**config.mk**
```make
export PLATFORM = sky130hd
export DESIGN_NAME = regfile_wb_arbiter
export DESIGN_NICKNAME = d
export VERILOG_FILES = /design/src/rtl/regfile_wb_arbiter.sv
export SDC_FILE = /design/constraint.sdc
export NUM_CORES = 1
export LEC_CHECK = 0
export ABC_AREA = 1
export BUFFER_PORTS_ARGS = -buffer_cell sky130_fd_sc_hd__buf_2
export CELL_PAD_IN_SITES_DETAIL_PLACEMENT = 0
export CELL_PAD_IN_SITES_GLOBAL_PLACEMENT = 2
export CORE_MARGIN = 1
export CORE_UTILIZATION = 24
export DETAILED_ROUTE_END_ITERATION = 10
export HOLD_SLACK_MARGIN = 0.15
export PLACE_DENSITY = 0.82
export SLEW_MARGIN = 15
export SYNTH_ARGS = -nofsm -noshare
export SYNTH_HDL_FRONTEND = slang
export SYNTH_SLANG_ARGS = --single-unit
```
**constraint.sdc**
```tcl
create_clock -name clk -period 1.7 [get_ports clk]
set_input_delay 0 -clock clk [delete_from_list [all_inputs] [get_ports clk]]
set_output_delay 0 -clock clk [all_outputs]
set_load 0.02 [all_outputs]
```
**src/rtl/regfile_wb_arbiter.sv**
```systemverilog
// regfile_wb_arbiter
//
// Shares the single write port of register_file between two write-back
// requesters (A: ALU path, B: load/multi-cycle path) with round-robin
// arbitration. After reset (or a soft_init pulse) it first sweeps x1..x31
// to zero so that no architectural register is ever read as X.
//
// Ports:
//   clk        rising-edge clock
//   rst_n      asynchronous active-low reset
//   soft_init  one-cycle pulse in RUN: restart the zero sweep
//   a_valid    requester A has a write-back pending
//   a_ready    A is accepted this cycle when a_valid is high
//   a_rd       A destination register
//   a_data     A write data
//   b_valid / b_ready / b_rd / b_data   same as A for requester B
//   rf_we      register_file.we
//   rf_waddr   register_file.waddr
//   rf_wdata   register_file.wdata
//   init_done  high while in RUN
module regfile_wb_arbiter #(
  parameter int XLEN    = 32,
  parameter bit INIT_EN = 1'b1
) (
  input  logic            clk,
  input  logic            rst_n,
  input  logic            soft_init,
  input  logic            a_valid,
  output logic            a_ready,
  input  logic [4:0]      a_rd,
  input  logic [XLEN-1:0] a_data,
  input  logic            b_valid,
  output logic            b_ready,
  input  logic [4:0]      b_rd,
  input  logic [XLEN-1:0] b_data,
  output logic            rf_we,
  output logic [4:0]      rf_waddr,
  output logic [XLEN-1:0] rf_wdata,
  output logic            init_done
);

  typedef enum logic {
    ST_INIT = 1'b0,
    ST_RUN  = 1'b1
  } state_t;

  localparam state_t ST_RESET = INIT_EN ? ST_INIT : ST_RUN;
  localparam logic   RR_A     = 1'b0;
  localparam logic   RR_B     = 1'b1;
  localparam logic [4:0] IDX_FIRST = 5'd1;
  localparam logic [4:0] IDX_LAST  = 5'd31;

  state_t          state, state_nxt;
  logic            rr, rr_nxt;
  logic [4:0]      idx, idx_nxt;
  logic            we_nxt;
  logic [4:0]      waddr_nxt;
  logic [XLEN-1:0] wdata_nxt;
  logic            done_nxt;

  logic            run;
  logic            soft_eff;
  logic            a_acc;
  logic            b_acc;

  assign run = (state == ST_RUN);

  // soft_init has no meaning when there is no sweep to re-run.
  assign soft_eff = soft_init & INIT_EN;

  // Each ready depends only on the *other* requester's valid, so a
  // requester can never combinationally loop valid -> ready -> valid.
  // The two terms are mutually exclusive when both are valid, which
  // guarantees at most one accept per cycle.
  assign a_ready = run & ~soft_eff & ~(b_valid & (rr == RR_B));
  assign b_ready = run & ~soft_eff & ~(a_valid & (rr == RR_A));

  assign a_acc = a_valid & a_ready;
  assign b_acc = b_valid & b_ready;

  always_comb begin
    state_nxt = state;
    rr_nxt    = rr;
    idx_nxt   = idx;
    we_nxt    = 1'b0;
    waddr_nxt = rf_waddr;
    wdata_nxt = rf_wdata;
    done_nxt  = init_done;

    case (state)
      ST_INIT: begin
        we_nxt    = 1'b1;
        waddr_nxt = idx;
        wdata_nxt = '0;
        if (idx == IDX_LAST) begin
          state_nxt = ST_RUN;
          done_nxt  = 1'b1;
          idx_nxt   = IDX_FIRST;
        end else begin
          idx_nxt = idx + 5'd1;
        end
      end

      ST_RUN: begin
        if (soft_eff) begin
          state_nxt = ST_INIT;
          done_nxt  = 1'b0;
          idx_nxt   = IDX_FIRST;
        end else if (a_acc) begin
          // A write to x0 is consumed but leaves the port idle.
          we_nxt    = (a_rd != 5'd0);
          waddr_nxt = a_rd;
          wdata_nxt = a_data;
          rr_nxt    = RR_B;
        end else if (b_acc) begin
          we_nxt    = (b_rd != 5'd0);
          waddr_nxt = b_rd;
          wdata_nxt = b_data;
          rr_nxt    = RR_A;
        end
      end

      default: begin
        state_nxt = ST_RESET;
      end
    endcase
  end

  // Write-port register stage: everything visible to register_file is
  // registered here, one edge after acceptance.
  always_ff @(posedge clk or negedge rst_n) begin
    if (!rst_n) begin
      state     <= ST_RESET;
      rr        <= RR_A;
      idx       <= IDX_FIRST;
      rf_we     <= 1'b0;
      rf_waddr  <= 5'd0;
      rf_wdata  <= '0;
      init_done <= ~INIT_EN;
    end else begin
      state     <= state_nxt;
      rr        <= rr_nxt;
      idx       <= idx_nxt;
      rf_we     <= we_nxt;
      rf_waddr  <= waddr_nxt;
      rf_wdata  <= wdata_nxt;
      init_done <= done_nxt;
    end
  end

endmodule

```
==> reports/qor.yml, run 1 <==
via_count: 3047
synthCells: 382
relSlewSlack_pct: 61.0
hold_violations: 0
yosysTopAreaCell: "dfrtp_1"
synth_most_common_cell: "nand2_1"
setup_viol: 0
dieHeight_microns: 107
drc: 0
numClockSinks: 46
grt.total_usage_pct: 15.6
grt_pass1_wl_microns: 14100
drv_slew: 0
hp-class: "in2async"
numCtsBuffers: 5
wl_microns: 8590
cpMaxStageDelayCell: "dfrtp_1"
fin_skew_ns: 0.00731
period_share_pct: 87.1
num_rows: 38
core_sq_um: 10800
power.total_w: 0.00347
cp_num_buf_inv: 0
grt_pass1_vias: 3013
crit_path_start_kind: "register"
antenna_cells: 0
cts_tree: "built"
start_util_pct: 24.6
r2r_end: "idx[2]"
grt_max_degree: 33
timing.rr.start: "idx[1]"
ys.flop_type: "dfrtp_1"
power.static_leakage_nw: 2.57
first_pass_iters: 4
endpoint_kind: "register"
rsz0062_at_grt: "false"
met1_length_microns: 3950
die_width_microns: 107
fillers: 1162
synth_cell_type_count: 21
yosysTopAreaCellShare_pct: 42.4
outcome: "complete, no violations"
nets: 656
routedWlPerCell_microns: 12.0
drt_iter0_markers: 110
dp.cells: 631
rrSetupSlack_ns: 0.22
synthArstFlopShare_pct: 100
htreeDepth: 2
ys_seq_area_share_pct: 43.4
worstPathCellList: "ha_1 -> nand2_1 -> nor2_1 -> ha_1 -> nor2_1 -> nand2_1 -> o21ai_0"
postSynthAreaPerCell_sq_um: 6.96
ys_ff_latch: 46
synth_edf_count: 0
power_density_nw_per_um2: 807
final-seq-area_sq_um: 1150
clkSlewWorstSetupHoldPaths_ns: 0.09
drive_above_1_share_pct: 25.2
io_buffers: 119
cp_top_family: "simple AND/OR/NAND/NOR gates"
area_delta_synth_final_pct: 61.8
cts_buffer_depth: 2
cp.required_ns: 1.91
synth.top_cells.by_area: "dfrtp_1, nand2_1, inv_1, nand4_1, nand3_1"
max_freq_ghz: 0.675
insertion_delay_ns: 0.30
wl_met2_microns: 4110
r2r_cells: 7
ios: 120
worst-path-max-fanout: 4
worstMarginPinSlew_ns: 0.584
max-vdd-ir-drop_uv: 417
yosysWarnings: 0
detail-route-antenna-nets: 0
antenna_found_initial: 0
cts-root-buf: "clkbuf_8"
finalSetupTns_ns: 0
path_class: "reg2reg"
grt-ovfl-total: 0
hpwl_microns: 5870
met3WireLength_microns: 395
synth_nets: 463
routabilityCongestion: 0.773
final_util_pct: 39.8
dp_worst_setup_slack_ns: 0.233
postCtsSetupRepairBufs: 0
synthTopCellsByCount: "nand2_1, inv_1, dfrtp_1, nand3_1, nand4_1"
maxCapViolations: 0
netlist_area_sq_um: 2660
multi_input_area_sq_um: 1090
crit_arrival_ns: 1.69
instances_no_fill: 716
cts_resized: 0
highest_layer: "met4"
die_area_sq_um: 11500
final.min_clock_period_ns: 1.48
drt-vias-per-instance: 4.26
critical_path.max_stage_delay_ns: 0.42
worst_slack_ns: 0.219
-- through the flow --
| step | hold WS [ns] | area, sq um |
|---|---|---|
| after floorplan | -0.296 | 2660 |
| after global placement | 0.0390 | 3440 |
| after detailed placement | 0.0432 | 3440 |
| after CTS | 0.268 | 4300 |
| after global routing | 0.297 | 4300 |
| final | 0.246 | 4300 |
-- cells by family (layout without fill, tap and decap cells) --
| logic type | Yosys count | after routing | synth area share, % |
|---|---|---|---|
| xor gates and xnor gates | 1 | 1 | 0.330 |
| AOI/OAI and AO/OA | 13 | 13 | 3.34 |
| buffers and inverters | 107 | 301 | 16.0 |
| DFF | 46 | 46 | 43.4 |
| and+or+nand+nor | 213 | 213 | 36.1 |
| adders and majority gates | 2 | 2 | 0.941 |
-- sequential cells by signal, indices dropped and copies added (netlist names) --
register   count
rf_waddr       5
rf_wdata      32
rr             1
rf_we          1
idx            5
init_done      1
run            1
-- metal layers --
metal / vias to the layer above / GRT usage (%)
met4: 0 / 4.01
li1: 1569 / -
met2: 79 / 26.5
met5: - / 0
met1: 1388 / 20.1
met3: 11 / 2.92
-- cells in the final DEF, fill, tap and decap left out, drive strengths merged, types with 4 or more instances in the layout --
cell type / synthesis / final
a22oi: 5 / 5
buf: 11 / 132
clkbuf: 12 / 7
dfrtp: 45 / 45
dlygate4sd3: 0 / 77
inv: 84 / 84
nand2: 123 / 123
nand3: 43 / 43
nand4: 37 / 37
nor2: 10 / 10
o21ai: 4 / 4
-- layout make-up --
class                   instances  share of cell area (%)
clock buffers                   7                    2.01
clock inverters                 1                   0.116
inverters                      84                    7.33
multi-input cells             229                    25.3
flip-flops and latches         46                    26.8
well taps                     140                    4.07
repair buffers                209                    34.3
-- worst max path at each step --
stage,from,endpoint,slack [ns],cells after the start
after floorplan,idx[0],idx[4],0.30,5
after global placement,run,rf_we,0.23,7
after detailed placement,idx[1],idx[2],0.23,7
after CTS,idx[1],idx[2],0.22,7
after global routing,run,rf_waddr[3],0.08,6
final,idx[1],idx[2],0.22,7
-- report_power, final --
group          internal [W]  total, W  leakage, nW  switching [W]
combinational      0.000548   0.00131         1.91       0.000764
clock              0.000329  0.000693       0.0482       0.000364
sequential          0.00130   0.00146        0.610       0.000158
-- worst register-to-register path: stages, from the launching register on --
cell and delay, ns:
dfrtp_1 0.42, ha_1 0.20, nand2_1 0.09, nor2_1 0.05, ha_1 0.18, nor2_1 0.23, nand2_1 0.07, o21ai_0 0.17
-- what timing repair did --
action | 4_1_cts | 5_1_grt
setup endpoints to repair | 0 | 0
hold buffers | 77 | 0
hold endpoints to repair | 86 | 0
Note: power is estimated with default switching activity, not from simulation.
==> run 2: changes to the inputs <==
Clock period 1.7 ns to 1.65 ns, I/O delays scaled along.
==> run 2 against run 1 <==
- clock power up 20%
- largest power group unchanged
- routed wire length is 0.14% higher
- register-to-register slack worse by 0.04 ns
- core utilization rose by 0.42 points
- flip-flop and latch count stayed put
- die area is the same
- global-route usage is essentially flat
- highest routed layer unchanged
==> reports/qor.yml, run 2 (same netlist as run 1, synthesis figures left out) <==
outcome: "complete, no violations"
regMostFlops: "rf_wdata"
cts_buffer_depth: 2  # unchanged
grt-ovfl-total: 0  # unchanged
routabilityCongestion: 0.776  # +0.30%
wl_microns: 8600  # +0.14%
routedWlPerCell_microns: 12.0  # -0.28%
nets: 659  # +0.46%
cp_top_family: "flip-flops"
endpoint_kind: "register"
dp.cells: 632  # +0.16%
hpwl_microns: 5920  # +0.88%
hold_violations: 0  # unchanged
insertion_delay_ns: 0.29  # about the same
multi_input_area_sq_um: 1090  # unchanged
grt_pass1_vias: 2997  # -0.53%
hp-class: "in2async"
layout_commonest_cell: "nand2_1"
finalSetupTns_ns: 0  # unchanged
setup_viol: 0  # unchanged
drt_iter0_markers: 108  # -1.8%
crit_arrival_ns: 1.67  # -0.02 ns
worst-path-max-fanout: 5  # +1
ios: 120  # unchanged
numClockSinks: 46  # unchanged
period_share_pct: 89.3  # +2.2 points
antenna_cells: 0  # unchanged
power.static_leakage_nw: 2.60  # +0.99%
drt-vias-per-instance: 4.23  # -0.61%
start_util_pct: 24.6  # unchanged
use_met1_pct: 19.7  # -0.35 points
cpMaxStageDelayCell: "dfstp_2"
dieHeight_microns: 107  # unchanged
cp.required_ns: 1.84  # -0.07 ns
numCtsBuffers: 5  # unchanged
htreeDepth: 2  # unchanged
power_density_nw_per_um2: 848  # +5.2%
die_area_sq_um: 11500  # unchanged
final.min_clock_period_ns: 1.47  # -0.00670 ns
core_sq_um: 10800  # unchanged
drv_slew: 0  # unchanged
detail-route-antenna-nets: 0  # unchanged
busiest_layer: "met2"
cts-root-buf: "clkbuf_8"
largest_reg_flops: 32  # unchanged
max-vdd-ir-drop_uv: 446  # +6.8%
final-seq-area_sq_um: 1150  # unchanged
max_freq_ghz: 0.678  # +0.45%
reg_top3: "rf_wdata: 32 flops, idx: 5 flops, rf_waddr: 5 flops"
most-common-layout-cells: "nand2_1, buf_2, inv_1, dlygate4sd3_1, dfrtp_1"
die_width_microns: 107  # unchanged
worstPathCellList: "ha_1 -> nand2_1 -> nor2_1 -> ha_1 -> a22o_1"
rsz0062_at_grt: "false"
fin_skew_ns: 0.00572  # -0.00159 ns
cp_num_buf_inv: 0  # unchanged
use_met3_pct: 2.67  # -0.24 points
critical_path.max_stage_delay_ns: 0.57  # +0.15 ns
cts_tree: "built"
path_class: "reg2reg"
postCtsSetupRepairBufs: 0  # unchanged
use_met2_pct: 27.6  # +1.0 points
drive_above_1_share_pct: 25.4  # +0.21 points
grt_max_degree: 33  # unchanged
drc: 0  # unchanged
crit_path_start_kind: "register"
maxCapViolations: 0  # unchanged
worstMarginPinSlew_ns: 0.348  # -0.236 ns
final_util_pct: 40.3  # +0.42 points
relSlewSlack_pct: 76.8  # +16 points
first_pass_iters: 5  # +1
grt_pass1_wl_microns: 14100  # about the same
fillers: 1134  # -2.4%
grt.total_usage_pct: 15.5  # -0.018 points
cp_common_cell: "ha_1"
antenna_found_initial: 0  # unchanged
instances_no_fill: 719  # +0.42%
via_count: 3041  # -0.20%
num_rows: 38  # unchanged
io_buffers: 119  # unchanged
area_delta_synth_final_pct: 63.5
clkSlewWorstSetupHoldPaths_ns: 0.09  # about the same
## run 2: cell count changes in the layout (fill, tap and decap cells not counted), sizes merged
cell         change
bufinv           +1
buf              +1
clkinv           +1
clkbuf           -2
dlygate4sd3      +2
## run 2: final timing paths
| path | from | endpoint | slack [ns] | depth (start not counted) |
|---|---|---|---|---|
| max in group asynchronous | rst_n | idx[4] | 0.68 | 3 |
| setup / recovery | idx[0] | idx[4] | 0.18 | 5 |
| hold reg to reg | rf_wdata[1] | rf_wdata[1] | 0.49 | 2 |
| setup reg to reg | idx[0] | idx[4] | 0.18 | 5 |
| hold / removal | rst_n | init_done | 0.24 | 3 |
| min in group clk | b_valid | rf_wdata[22] | 0.34 | 6 |
## run 2: power by group
part	internal, W	switching [W]
registers	0.00134	0.000157
logic	0.000568	0.000786
clock network	0.000446	0.000383
total	0.00236	0.00133
## run 2: layer usage
metal  wire [microns]  vias to the layer above
met4               48                        0
met3              434                        4
met1             3790                     1382
li1                 -                     1574
met5                0                        -
met2             4320                       81
## run 2: worst min-delay path, delay by kind of cell
family	cells	cell delay [ns]
buffers and inverters	3	0.89
## run 2: final cells by class
| class | count | area share (%) |
|---|---|---|
| timing repair buffer | 212 | 34.6 |
| tap | 140 | 4.03 |
| clock inverter | 3 | 0.922 |
| inverter | 84 | 7.26 |
| sequential | 46 | 26.5 |
| clock buffer | 5 | 1.58 |
| multi-input combinational | 229 | 25.1 |
## run 2: per-stage QoR
stage / setup WS [ns] / instance area, sq um / total power, W / hold WS, ns
final: 0.176 / 4340 / 0.00369 / 0.244
after global routing: 0.0186 / 4340 / 0.00397 / 0.278
after CTS: 0.172 / 4340 / 0.00375 / 0.238
after detailed placement: 0.189 / 3440 / 0.00276 / -0.119
after global placement: 0.185 / 3440 / 0.00274 / -0.124
after floorplan: 0.254 / 2660 / 0.00226 / -0.296
## run 2: timing repair
action                    CTS  global route
hold buffers               79             0
resized for setup           0             0
hold endpoints to repair   86             0
==> run 3: changes to the inputs <==
Settings changed: RECOVER_POWER set to 50.
==> run 3 against run 2 <==
- worst setup slack barely moved
- largest power group unchanged
- maximum frequency stayed put
- core utilization fell by 0.42 points
- highest routed layer unchanged
- hold slack better by 0.058 ns
- cell area decreased by 1.0%
- total power down 0.47%
- clock skew is essentially flat
- count of clock-buffer cells in the layout is the same
- final cell count is the same
- first-iteration DRC count shrank 3.7%
==> reports/qor.yml, run 3 (same netlist as run 1, synthesis figures left out) <==
die_width_microns: 107  # unchanged
nets: 659  # unchanged
die_area_sq_um: 11500  # unchanged
postCtsSetupRepairBufs: 0  # unchanged
io_buffers: 119  # unchanged
crit_path_start_kind: "register"
antenna_cells: 0  # unchanged
cts_tree: "built"
insertion_delay_ns: 0.29  # about the same
hp-class: "in2async"
hold_violations: 0  # unchanged
worstMarginPinSlew_ns: 1.02  # +0.672 ns
final.min_clock_period_ns: 1.47  # +0.00000100 ns
setup_viol: 0  # unchanged
rrSetupSlack_ns: 0.18  # about the same
clkSlewWorstSetupHoldPaths_ns: 0.09  # about the same
cts_buffer_depth: 2  # unchanged
num_rows: 38  # unchanged
via_count: 3047  # +0.20%
grt-ovfl-total: 0  # unchanged
worst-path-max-fanout: 5  # unchanged
most-common-layout-cells: "nand2_1, buf_2, inv_1, dlygate4sd3_1, dfrtp_1"
start_util_pct: 24.6  # unchanged
outcome: "complete, no violations"
maxCapViolations: 0  # unchanged
cts-root-buf: "clkbuf_8"
crit_arrival_ns: 1.66  # about the same
htreeDepth: 2  # unchanged
grt_max_degree: 33  # unchanged
instances_no_fill: 719  # unchanged
final-seq-area_sq_um: 1150  # unchanged
detail-route-antenna-nets: 0  # unchanged
relSlewSlack_pct: 31.9  # -45 points
grt_pass1_wl_microns: 14100  # unchanged
max-vdd-ir-drop_uv: 446  # about the same
endpoint_kind: "register"
layout_commonest_cell: "nand2_1"
antenna_found_initial: 0  # unchanged
timing.rr.start: "idx[0]"
area_delta_synth_final_pct: 61.8
drive_above_1_share_pct: 20.4  # -5.0 points
core_sq_um: 10800  # unchanged
dp.cells: 632  # unchanged
hpwl_microns: 5920  # unchanged
routedWlPerCell_microns: 12.0  # +0.30%
reg_top3: "rf_wdata: 32 flops, idx: 5 flops, rf_waddr: 5 flops"
regMostFlops: "rf_wdata"
dieHeight_microns: 107  # unchanged
drv_slew: 0  # unchanged
numClockSinks: 46  # unchanged
drc: 0  # unchanged
power.static_leakage_nw: 2.48  # -4.3%
max_freq_ghz: 0.678  # unchanged
cp.required_ns: 1.84  # about the same
numCtsBuffers: 5  # unchanged
drt_iter0_markers: 104  # -3.7%
dpl_cell_area_sq_um: 3440  # unchanged
r2r_cells: 5  # unchanged
grt_pass1_vias: 2997  # unchanged
grt.total_usage_pct: 15.5  # unchanged
power_density_nw_per_um2: 853  # +0.57%
drt-vias-per-instance: 4.24  # +0.20%
fillers: 1153  # +1.7%
finalSetupTns_ns: 0  # unchanged
r2r_end: "idx[4]"
ios: 120  # unchanged
period_share_pct: 89.3  # about the same
rsz0062_at_grt: "false"
fin_skew_ns: 0.00525  # -0.000470 ns
multi_input_area_sq_um: 1090  # unchanged
fin_area_sq_um: 4300  # -1.0%
wl_microns: 8630  # +0.30%
routabilityCongestion: 0.776  # unchanged
largest_reg_flops: 32  # unchanged
first_pass_iters: 5  # unchanged
path_class: "reg2reg"
## run 3: cell count changes in the layout (fill, tap and decap cells not counted)
cell / change
buf_12: -1
buf_2: -27
buf_4: -1
clkbuf_1: +28
dlymetal6s2s_1: +1
## run 3: area by class of cell
cell class | instances | share of cell area, %
clock buffers | 5 | 1.60
clock inverters | 3 | 0.931
inverters | 84 | 7.33
multi-input cells | 229 | 25.3
flip-flops and latches | 46 | 26.8
well taps | 140 | 4.07
repair buffers | 212 | 33.9
## run 3: critical path, stage by stage, from the launching register on
cell and delay, ns:
dfstp_2 0.57, ha_1 0.17, nand2_1 0.07, nor2_1 0.10, ha_1 0.24, a22o_1 0.22
## run 3: worst max-delay path by stage
| stage | start | to | cells after the start |
|---|---|---|---|
| after floorplan | idx[0] | idx[4] | 5 |
| after global placement | run | rf_we | 7 |
| after detailed placement | run | rf_waddr[1] | 6 |
| after CTS | run | rf_we | 7 |
| after global routing | run | rf_waddr[1] | 6 |
| final | idx[0] | idx[4] | 5 |
## run 3: metrics by stage
| step | hold slack, ns | utilization [%] | total power, W | setup slack (ns) |
|---|---|---|---|---|
| finish | 0.302 | 39.8 | 0.00367 | 0.176 |
| global placement | -0.124 | 31.9 | 0.00274 | 0.185 |
| detailed placement | -0.119 | 31.9 | 0.00276 | 0.189 |
| global route | 0.362 | 39.8 | 0.00396 | 0.0186 |
| CTS | 0.238 | 40.3 | 0.00375 | 0.172 |
| floorplan | -0.296 | - | 0.00226 | 0.254 |
## run 3: where the power goes
part / internal [W] / switching [W]
sequential: 0.00134 / 0.000159
combinational: 0.000547 / 0.000788
clock: 0.000446 / 0.000383
total: 0.00234 / 0.00133
## run 3: layer usage
metal | wire length [microns] | up-vias | part of all wire, % | track usage, %
li1 | - | 1572 | - | -
met1 | 3860 | 1392 | 45 | 19.7
met2 | 4330 | 79 | 50 | 27.6
met3 | 390 | 4 | 4.5 | 2.67
met4 | 48 | 0 | 0.56 | 3.03
met5 | 0 | - | 0 | 0
## run 3: repair_timing
item,CTS,global route
hold endpoints to repair,86,0
hold buffers,79,0
setup endpoints to repair,0,0
gates resized for setup,0,0
